==> config.mk <==
export PLATFORM = sky130hd
export DESIGN_NAME = mod_updown_counter
export DESIGN_NICKNAME = d
export VERILOG_FILES = /design/src/rtl/counter_pkg.sv /design/src/rtl/sat_event_counter.sv /design/src/rtl/mod_updown_counter.sv
export SDC_FILE = /design/constraint.sdc
export NUM_CORES = 1
export LEC_CHECK = 0
export CORE_MARGIN = 8
export CORE_UTILIZATION = 30
export DETAILED_ROUTE_END_ITERATION = 10
export SETUP_SLACK_MARGIN = 0.3
export SLEW_MARGIN = 30
export SYNTH_ARGS = -nofsm -noshare
export SYNTH_HDL_FRONTEND = slang
export SYNTH_SLANG_ARGS = --single-unit
export TNS_END_PERCENT = 100
==> constraint.sdc <==
create_clock -name clk -period 5.2 [get_ports clk]
set_input_delay 1.04 -clock clk [delete_from_list [all_inputs] [get_ports clk]]
set_output_delay 1.04 -clock clk [all_outputs]
set_load 0.005 [all_outputs]
==> src/rtl/counter_pkg.sv <==
// Shared types and direction constants for the up/down counter family.
package counter_pkg;

  typedef enum logic {
    MODE_WRAP = 1'b0,
    MODE_SAT  = 1'b1
  } cnt_mode_e;

  localparam logic UP = 1'b1;
  localparam logic DN = 1'b0;

endpackage

==> src/rtl/sat_event_counter.sv <==
// Saturating event counter: counts inc pulses, sticks at all-ones, clr wins over inc.
module sat_event_counter #(
  parameter int WIDTH = 4
) (
  input  logic             clk,
  input  logic             rst,
  input  logic             clr,
  input  logic             inc,
  output logic [WIDTH-1:0] value
);

  logic [WIDTH-1:0] value_reg;

  always_ff @(posedge clk) begin
    if (rst || clr) begin
      value_reg <= '0;
    end else if (inc && !(&value_reg)) begin
      value_reg <= value_reg + WIDTH'(1);
    end
  end

  assign value = value_reg;

endmodule

==> src/rtl/mod_updown_counter.sv <==
// Modulo (limit+1) up/down counter with wrap or saturate behaviour at the ends,
// a registered wrap strobe and a saturating count of wrap events.
module mod_updown_counter
  import counter_pkg::*;
#(
  parameter int WIDTH     = 8,
  parameter int OVF_WIDTH = 4
) (
  input  logic                 clk,
  input  logic                 rst,
  input  logic                 load,
  input  logic                 enable,
  input  logic                 up_dn,
  input  cnt_mode_e            mode,
  input  logic [WIDTH-1:0]     limit,
  input  logic [WIDTH-1:0]     start_val,
  input  logic                 clr_ovf,
  output logic [WIDTH-1:0]     count,
  output logic                 at_max,
  output logic                 at_min,
  output logic                 wrap_pulse,
  output logic [OVF_WIDTH-1:0] ovf_count
);

  logic [WIDTH-1:0] count_reg;
  logic [WIDTH-1:0] count_next;
  logic             wrap_pulse_reg;
  logic             wrap_evt;

  always_comb begin
    count_next = count_reg;
    wrap_evt   = 1'b0;
    if (load) begin
      count_next = (start_val > limit) ? limit : start_val;
    end else if (enable) begin
      if (up_dn == UP) begin
        // Increment only below limit, so count+1 can never exceed the register range.
        if (count_reg < limit) begin
          count_next = count_reg + WIDTH'(1);
        end else if (mode == MODE_WRAP) begin
          count_next = '0;
          wrap_evt   = 1'b1;
        end else begin
          count_next = limit;
        end
      end else begin
        // A count stranded above a lowered limit snaps back without a wrap.
        if (count_reg > limit) begin
          count_next = limit;
        end else if (count_reg != '0) begin
          count_next = count_reg - WIDTH'(1);
        end else if (mode == MODE_WRAP) begin
          count_next = limit;
          wrap_evt   = 1'b1;
        end else begin
          count_next = '0;
        end
      end
    end
  end

  always_ff @(posedge clk) begin
    if (rst) begin
      count_reg      <= '0;
      wrap_pulse_reg <= 1'b0;
    end else begin
      count_reg      <= count_next;
      wrap_pulse_reg <= wrap_evt;
    end
  end

  sat_event_counter #(
    .WIDTH (OVF_WIDTH)
  ) u_ovf_counter (
    .clk   (clk),
    .rst   (rst),
    .clr   (clr_ovf),
    .inc   (wrap_evt),
    .value (ovf_count)
  );

  assign count      = count_reg;
  assign wrap_pulse = wrap_pulse_reg;
  assign at_max     = (count_reg == limit);
  assign at_min     = (count_reg == '0);

endmodule

### Word-level counts from Yosys, hierarchy flattened

Cells that the tools add are included.

| word-level totals | value |
|---|---|
| register bits after elaboration | 13 |
| input port bits | 23 |
| output and inout port bits | 15 |
| logic and storage cells | 33 |

| operators by class | value |
|---|---|
| add/sub/neg operators | 3 |
| magnitude comparators | 3 |
| equality and inequality tests | 1 |
| mux-type cells | 16 |
| reduce and logical (&&, ||, !) cells | 7 |

Operator list:

| operator | count |
|---|---|
| 8-bit two-way mux | 9 |
| 8-bit greater-than comparator | 2 |
| 8-bit by 1-bit adder with 8-bit output, second input constant | 1 |
| 8-bit == test | 1 |
| 8-bit zero test | 1 |
| 8-bit less-than comparator | 1 |
| 8-bit nonzero test | 1 |
| 8-bit by 1-bit subtractor with 8-bit output, second input constant | 1 |
| 1-bit two-way mux | 7 |
| 4-bit by 1-bit adder with 4-bit output, second input constant | 1 |
| 4-bit AND reduction | 1 |
| 2-bit nonzero test | 1 |
| 1-bit logical AND | 1 |
| 1-bit zero test | 1 |
| 1-bit logical OR | 1 |

### Depth between registers and ports, before layout

| logic depth | value |
|---|---|
| depth in word-level cells | 7 |
| mapped depth | 10 |
| gate-level depth less buffers | 9 |

### Modules after synthesis

From an unflattened synthesis, not the netlist that was laid out.

| second synthesis, totals | value |
|---|---|
| cells, all modules | 214 |
| area, all modules | 1,740.4 µm² |

Modules (own cells, without submodules):

| module | times used | cells an instance | area each (µm²) | seq. area each (µm²) |
|---|---|---|---|---|
| mod_updown_counter | 1 | 192 | 1,522.7 | 180.2 |
| sat_event_counter | 1 | 22 | 217.7 | 80.1 |

### Worst setup path before layout

No wires, ideal clock.

| timing | value |
|---|---|
| kind | input to register |
| from | in limit[1] |
| to | reg count_reg[6] (netlist: count[6]) |
| library setup time | 0.117 ns |
| arrival | 2.966 ns |
| data required time | 5.083 ns |
| path slack | 2.117 ns |
| stages | 9 |
| buffers on the path | 0 |
| cell sequence | inv_1 ha_1 nor2b_1 o211ai_1 a21oi_1 nor2_1 o22ai_1 a221o_1 a32o_1 |

| between the ends | value |
|---|---|
| longest elaborated chain between the ends | 5 |

Ends and longest elaborated chain:

| item | RTL line | source |
|---|---|---|
| start, declared | mod_updown_counter.sv:15 | `input logic [WIDTH-1:0] limit,` |
| 8-bit greater-than comparator or 8-bit less-than comparator (tied branches) | mod_updown_counter.sv:48, mod_updown_counter.sv:38 |  |
| 8-bit two-way mux, on equally long branches | mod_updown_counter.sv:48, mod_updown_counter.sv:38 |  |
| 8-bit two-way mux | mod_updown_counter.sv:36 | `if (up_dn == UP) begin` |
| 8-bit two-way mux | mod_updown_counter.sv:35 | `end else if (enable) begin` |
| 8-bit two-way mux * | mod_updown_counter.sv:33 | `if (load) begin` |
| end signal, assigned | mod_updown_counter.sv:67 | `count_reg <= count_next;` |
| end, declared | mod_updown_counter.sv:25 | `logic [WIDTH-1:0] count_reg;` |

Mark *: on every way between the ends. The rest lies on a longest branch, timed or not. The select of a mux whose other input is x is not followed.
A chain may end at the register's enable or synchronous reset.

### Worst setup path in the final report

| timing | value |
|---|---|
| from | in limit[7] |
| to | out at_max |

| between the ends | value |
|---|---|
| longest elaborated chain between the ends | 1 |

Ends and longest elaborated chain:

| item | RTL line | source |
|---|---|---|
| 8-bit == test | mod_updown_counter.sv:84 | `assign at_max = (count_reg == limit);` |
| end, declared | mod_updown_counter.sv:19 | `output logic at_max,` |

Every way passes these cells.

==> impl.org <==
** Run status
- The flow ran to the end, and the final reports show no timing, DRC or antenna violations.

** GRT
- The first global-routing pass estimated around 9000 um of wire.
- Antenna violations before repair :: 0
- Via count of the first global-routing pass :: 1,777
- Total gr overflow :: 0
- Across every metal layer, demand over resource in global routing totals 0.133.
- Entering global routing, the biggest net connects 19 pins.

** STA
- Unrepaired setup endpoints after global routing :: false
- Across all setup checks in the final design, the least slack found is 1.09 ns.
- The max-slew violation total from the final report was 0.
- Setup violations remaining at the end of the flow were counted as 0.
- Final Hold Fails :: 0
- Hold slack :: roughly 0.5 ns
- Worst-Margin Slew :: ~0.82 ns
- Final clock period utilization by the worst path :: 0.790
- For this run, the top clock speed supported by timing is ~240 MHz.
- Subtracting the final worst setup slack from the clock period gives slightly above 4 ns.
- Relative max-transition margin :: 0.450
- Setup tns final :: 0 ns
- For the final database, setup skew stands at 0.00766 ns.

** Cells and area
- The filler cells instantiated in the layout total about 570.
- After routing the design area is 2130 um2.
- Most common cell after layout, fill and taps aside :: sky130_fd_sc_hd__clkdlybuf4s50_1
- In the final layout, the share of cells above drive strength 1 is 0.0630.
- Final standard cell utilization of the core :: 0.395
- Net count, final :: roughly 300
- The register with the most flip-flops in the layout has 8 of them.
- In the layout the commonest cells are 37 x sky130_fd_sc_hd__clkdlybuf4s50_1, 20 x sky130_fd_sc_hd__ha_1, 19 x sky130_fd_sc_hd__nand2_1.
- Diodes inserted :: 0
- Area grow syn2layout :: 29.0%

** CTS
- Clock-pin slew was measured on the worst setup and hold paths at roughly 0.07 ns.
- H-tree Lvls :: 1
- In this run the post-CTS setup repair buffer count came out at 0.
- Clock Sinks :: 13
- Number of buffers on the longest clock path :: 2
- In this run, CTS created clock tree buffers numbering 3.
- TritonCTS clock tree :: done
- Number of instances resized during post-cts repair :: 0
- CTS placed an instance of sky130_fd_sc_hd__clkbuf_8 at the clock tree root.
- The later pin in the worst-skew pair is clocked with a latency of 0.26 ns.
- After clock tree synthesis, the flow added hold-fix buffers numbering 0.

** Floorplanning
- FP Rows :: 27
- In this run the vertical extent of the chip is between 90 and 100 um.
- Die width :: approximately 90 um
- Standard cell core area :: between 5000 and 6000 um2
- The initial utilization of the core area, before any placement, comes to 0.306.
- During I/O placement, the number of pins put on the boundary was 38.
- The die covers ~8100 um2.

** Placement
- Detailed placement finished with a half-perimeter wire length of slightly above 4000 um.
- Before CTS, the worst setup slack after placement is 1.10 ns.
- Cell area after placement :: ~2100 um2
- The congestion estimate from routability-driven global placement came to around 0.83.
- Input and output buffers added on the ports amount to 37.

** Yosys
- Sequential-to-total area share from yosys stat :: 0.157
- Fraction of registers with async set/reset :: 0
- Counting every net in the synthesized netlist gives 264.
- Warnings, synthesis :: 0
- Cells after Synth :: 221
- Counting flops with a built-in enable in the synthesized netlist gives 0.
- Dominant combinational cell family by area after synthesis :: compound AO/OA/AOI/OAI gates
- Of the total synthesized cell area, the portion taken by XOR and XNOR cells is 0.0741.
- The complex-gate fraction of the synthesized area came to 0.278.
- Synthesis instantiated 44 different standard cells from the library.
- After synthesis the netlist holds a flip-flop and latch count of 13.
- Mapped cell area :: approximately 1700 um2
- Post-synthesis share of cell area spent on and, or, nand and nor gates :: 0.234
- Top FF cell, synth :: sky130_fd_sc_hd__dfxtp_1
- Of the total synthesized cell area, the portion taken by full adders, half adders and majority gates is 0.151.
- A synthesized cell averages roughly 7.5 um2.
- Mux share of post-synthesis cell area :: 0.0363

** Route
- DR iter-0 viols :: about 120
- Routed via count divided by cell count :: between 5 and 6
- The pre-antenna-repair detailed-routing pass consisted of 4 iterations.
- The routed design has roughly 5400 um of wire.
- Detailed routing inserted a total of around 1,800 vias.
- In the final routed layout, each cell accounts on average for ~16 um.
- The count of nets left with antenna violations once routing finished came out at 0.
- DRC violation count after routing :: 0

** Critical path
- Signal arrival time at the worst endpoint :: 3.07 ns
- CP startpoint :: limit[7]
- Critical register-to-register path startpoint :: count[1]
- Kind of critical path :: input pin to primary output
- Along the worst path, the maximum fanout reaches 4.
- Type of element capturing the critical path :: primary output
- STA classifies the critical path startpoint as an input pin.
- Data on the critical path is required at its endpoint by between 4 and 5 ns.
- The setup check on the worst reg-to-reg path leaves a slack of 2.34 ns.

** Pwr
- Largest voltage drop on the vdd net :: approximately 0.00011 V
- In this run the power density over the cells is ~200 nW/um2.
- The analysis attributes to cell leakage a power of 0.000855 uW.

** Hold path
- Classification of the worst-slack hold path :: register to register
- The startpoint identified for the worst hold timing path is u_ovf_counter.value[3].

** Run
- Number of max-cap violations :: 0
metrics by stage:
stage	std cells	total power [uW]
after global routing	326	467
after floorplan	221	256
final	326	433
after detailed placement	322	334
after global placement	322	333
after CTS	326	437
cells in the mapped netlist (2+ instances only):
cell type                  number  area, um2
sky130_fd_sc_hd__nand2_1       19       71.3
sky130_fd_sc_hd__clkbuf_1       8       30.0
sky130_fd_sc_hd__nor2_1        14       52.6
sky130_fd_sc_hd__inv_1         15       56.3
sky130_fd_sc_hd__nor2b_1        3       18.8
sky130_fd_sc_hd__ha_1          20        250
sky130_fd_sc_hd__dfxtp_1       13        260
sky130_fd_sc_hd__nand3_1       11       55.1
sky130_fd_sc_hd__and3_1         3       18.8
sky130_fd_sc_hd__xor2_1         6       52.6
sky130_fd_sc_hd__o211ai_1       6       45.0
sky130_fd_sc_hd__nand4_1        4       25.0
sky130_fd_sc_hd__or3_1          2       12.5
sky130_fd_sc_hd__a31o_2         3       26.3
sky130_fd_sc_hd__a32oi_1        4       35.0
sky130_fd_sc_hd__o22ai_1        2       12.5
sky130_fd_sc_hd__a211o_1        3       26.3
sky130_fd_sc_hd__a221o_1        4       40.0
sky130_fd_sc_hd__xnor2_1        8       70.1
sky130_fd_sc_hd__nor3_1         9       45.0
sky130_fd_sc_hd__a311oi_1       2       17.5
sky130_fd_sc_hd__a21oi_1       15       75.1
sky130_fd_sc_hd__buf_2          3       15.0
sky130_fd_sc_hd__a31oi_1        5       31.3
sky130_fd_sc_hd__mux2i_1        6       60.1
sky130_fd_sc_hd__o21ai_0       12       60.1
sky130_fd_sc_hd__a32o_1         2       20.0
sky130_fd_sc_hd__a211oi_1       3       22.5
cell families after synthesis:
family	after synthesis
AO/OA/AOI/OAI	67
XOR/XNOR	14
adder cells (fa/ha/maj)	20
buffers and inverters	27
flip-flops	13
multiplexers	6
AND/OR/NAND/NOR	74
area by class of cell:
| type | count | area [um2] | share of cell area |
|---|---|---|---|
| clock buffer | 3 | 41.3 | 0.0193 |
| tap | 72 | 90.1 | 0.0422 |
| sequential | 13 | 260 | 0.122 |
| clock inverter | 1 | 5.00 | 0.00234 |
| multi-input combinational | 181 | 1280 | 0.600 |
| inverter | 15 | 56.3 | 0.0264 |
| timing repair buffer | 41 | 400 | 0.188 |
per-layer routing:
metal  up-vias  global-route usage  routed length (um)
met5         -                   0                   0
met4         0              0.0319                  41
met3         4              0.0308                 282
met2        46               0.217                2450
met1       843               0.171                2580
li1        896                   -                   -
report_power, final:
| part | internal, uW | switching, uW | leakage [uW] |
|---|---|---|---|
| combinational | 98.4 | 107 | 0.000723 |
| clock | 53.2 | 45.5 | 0.0000255 |
| sequential | 107 | 22.0 | 0.000107 |
| total | 259 | 174 | 0.000855 |
path summary, 6_finish.rpt:
path | to | depth (start not counted)
worst min register to register | u_ovf_counter.value[3] | 2
worst max-delay path | at_max | 6
worst max register to register | count[6] | 9
worst min-delay path | u_ovf_counter.value[3] | 2
critical path, cell delays in order:
cell and delay (ns):
sky130_fd_sc_hd__clkdlybuf4s50_1 0.53, sky130_fd_sc_hd__inv_1 0.10, sky130_fd_sc_hd__ha_1 0.34, sky130_fd_sc_hd__nand4_1 0.21, sky130_fd_sc_hd__nor2_1 0.29, sky130_fd_sc_hd__clkdlybuf4s50_1 0.56
(Power assumes the default switching activity.)
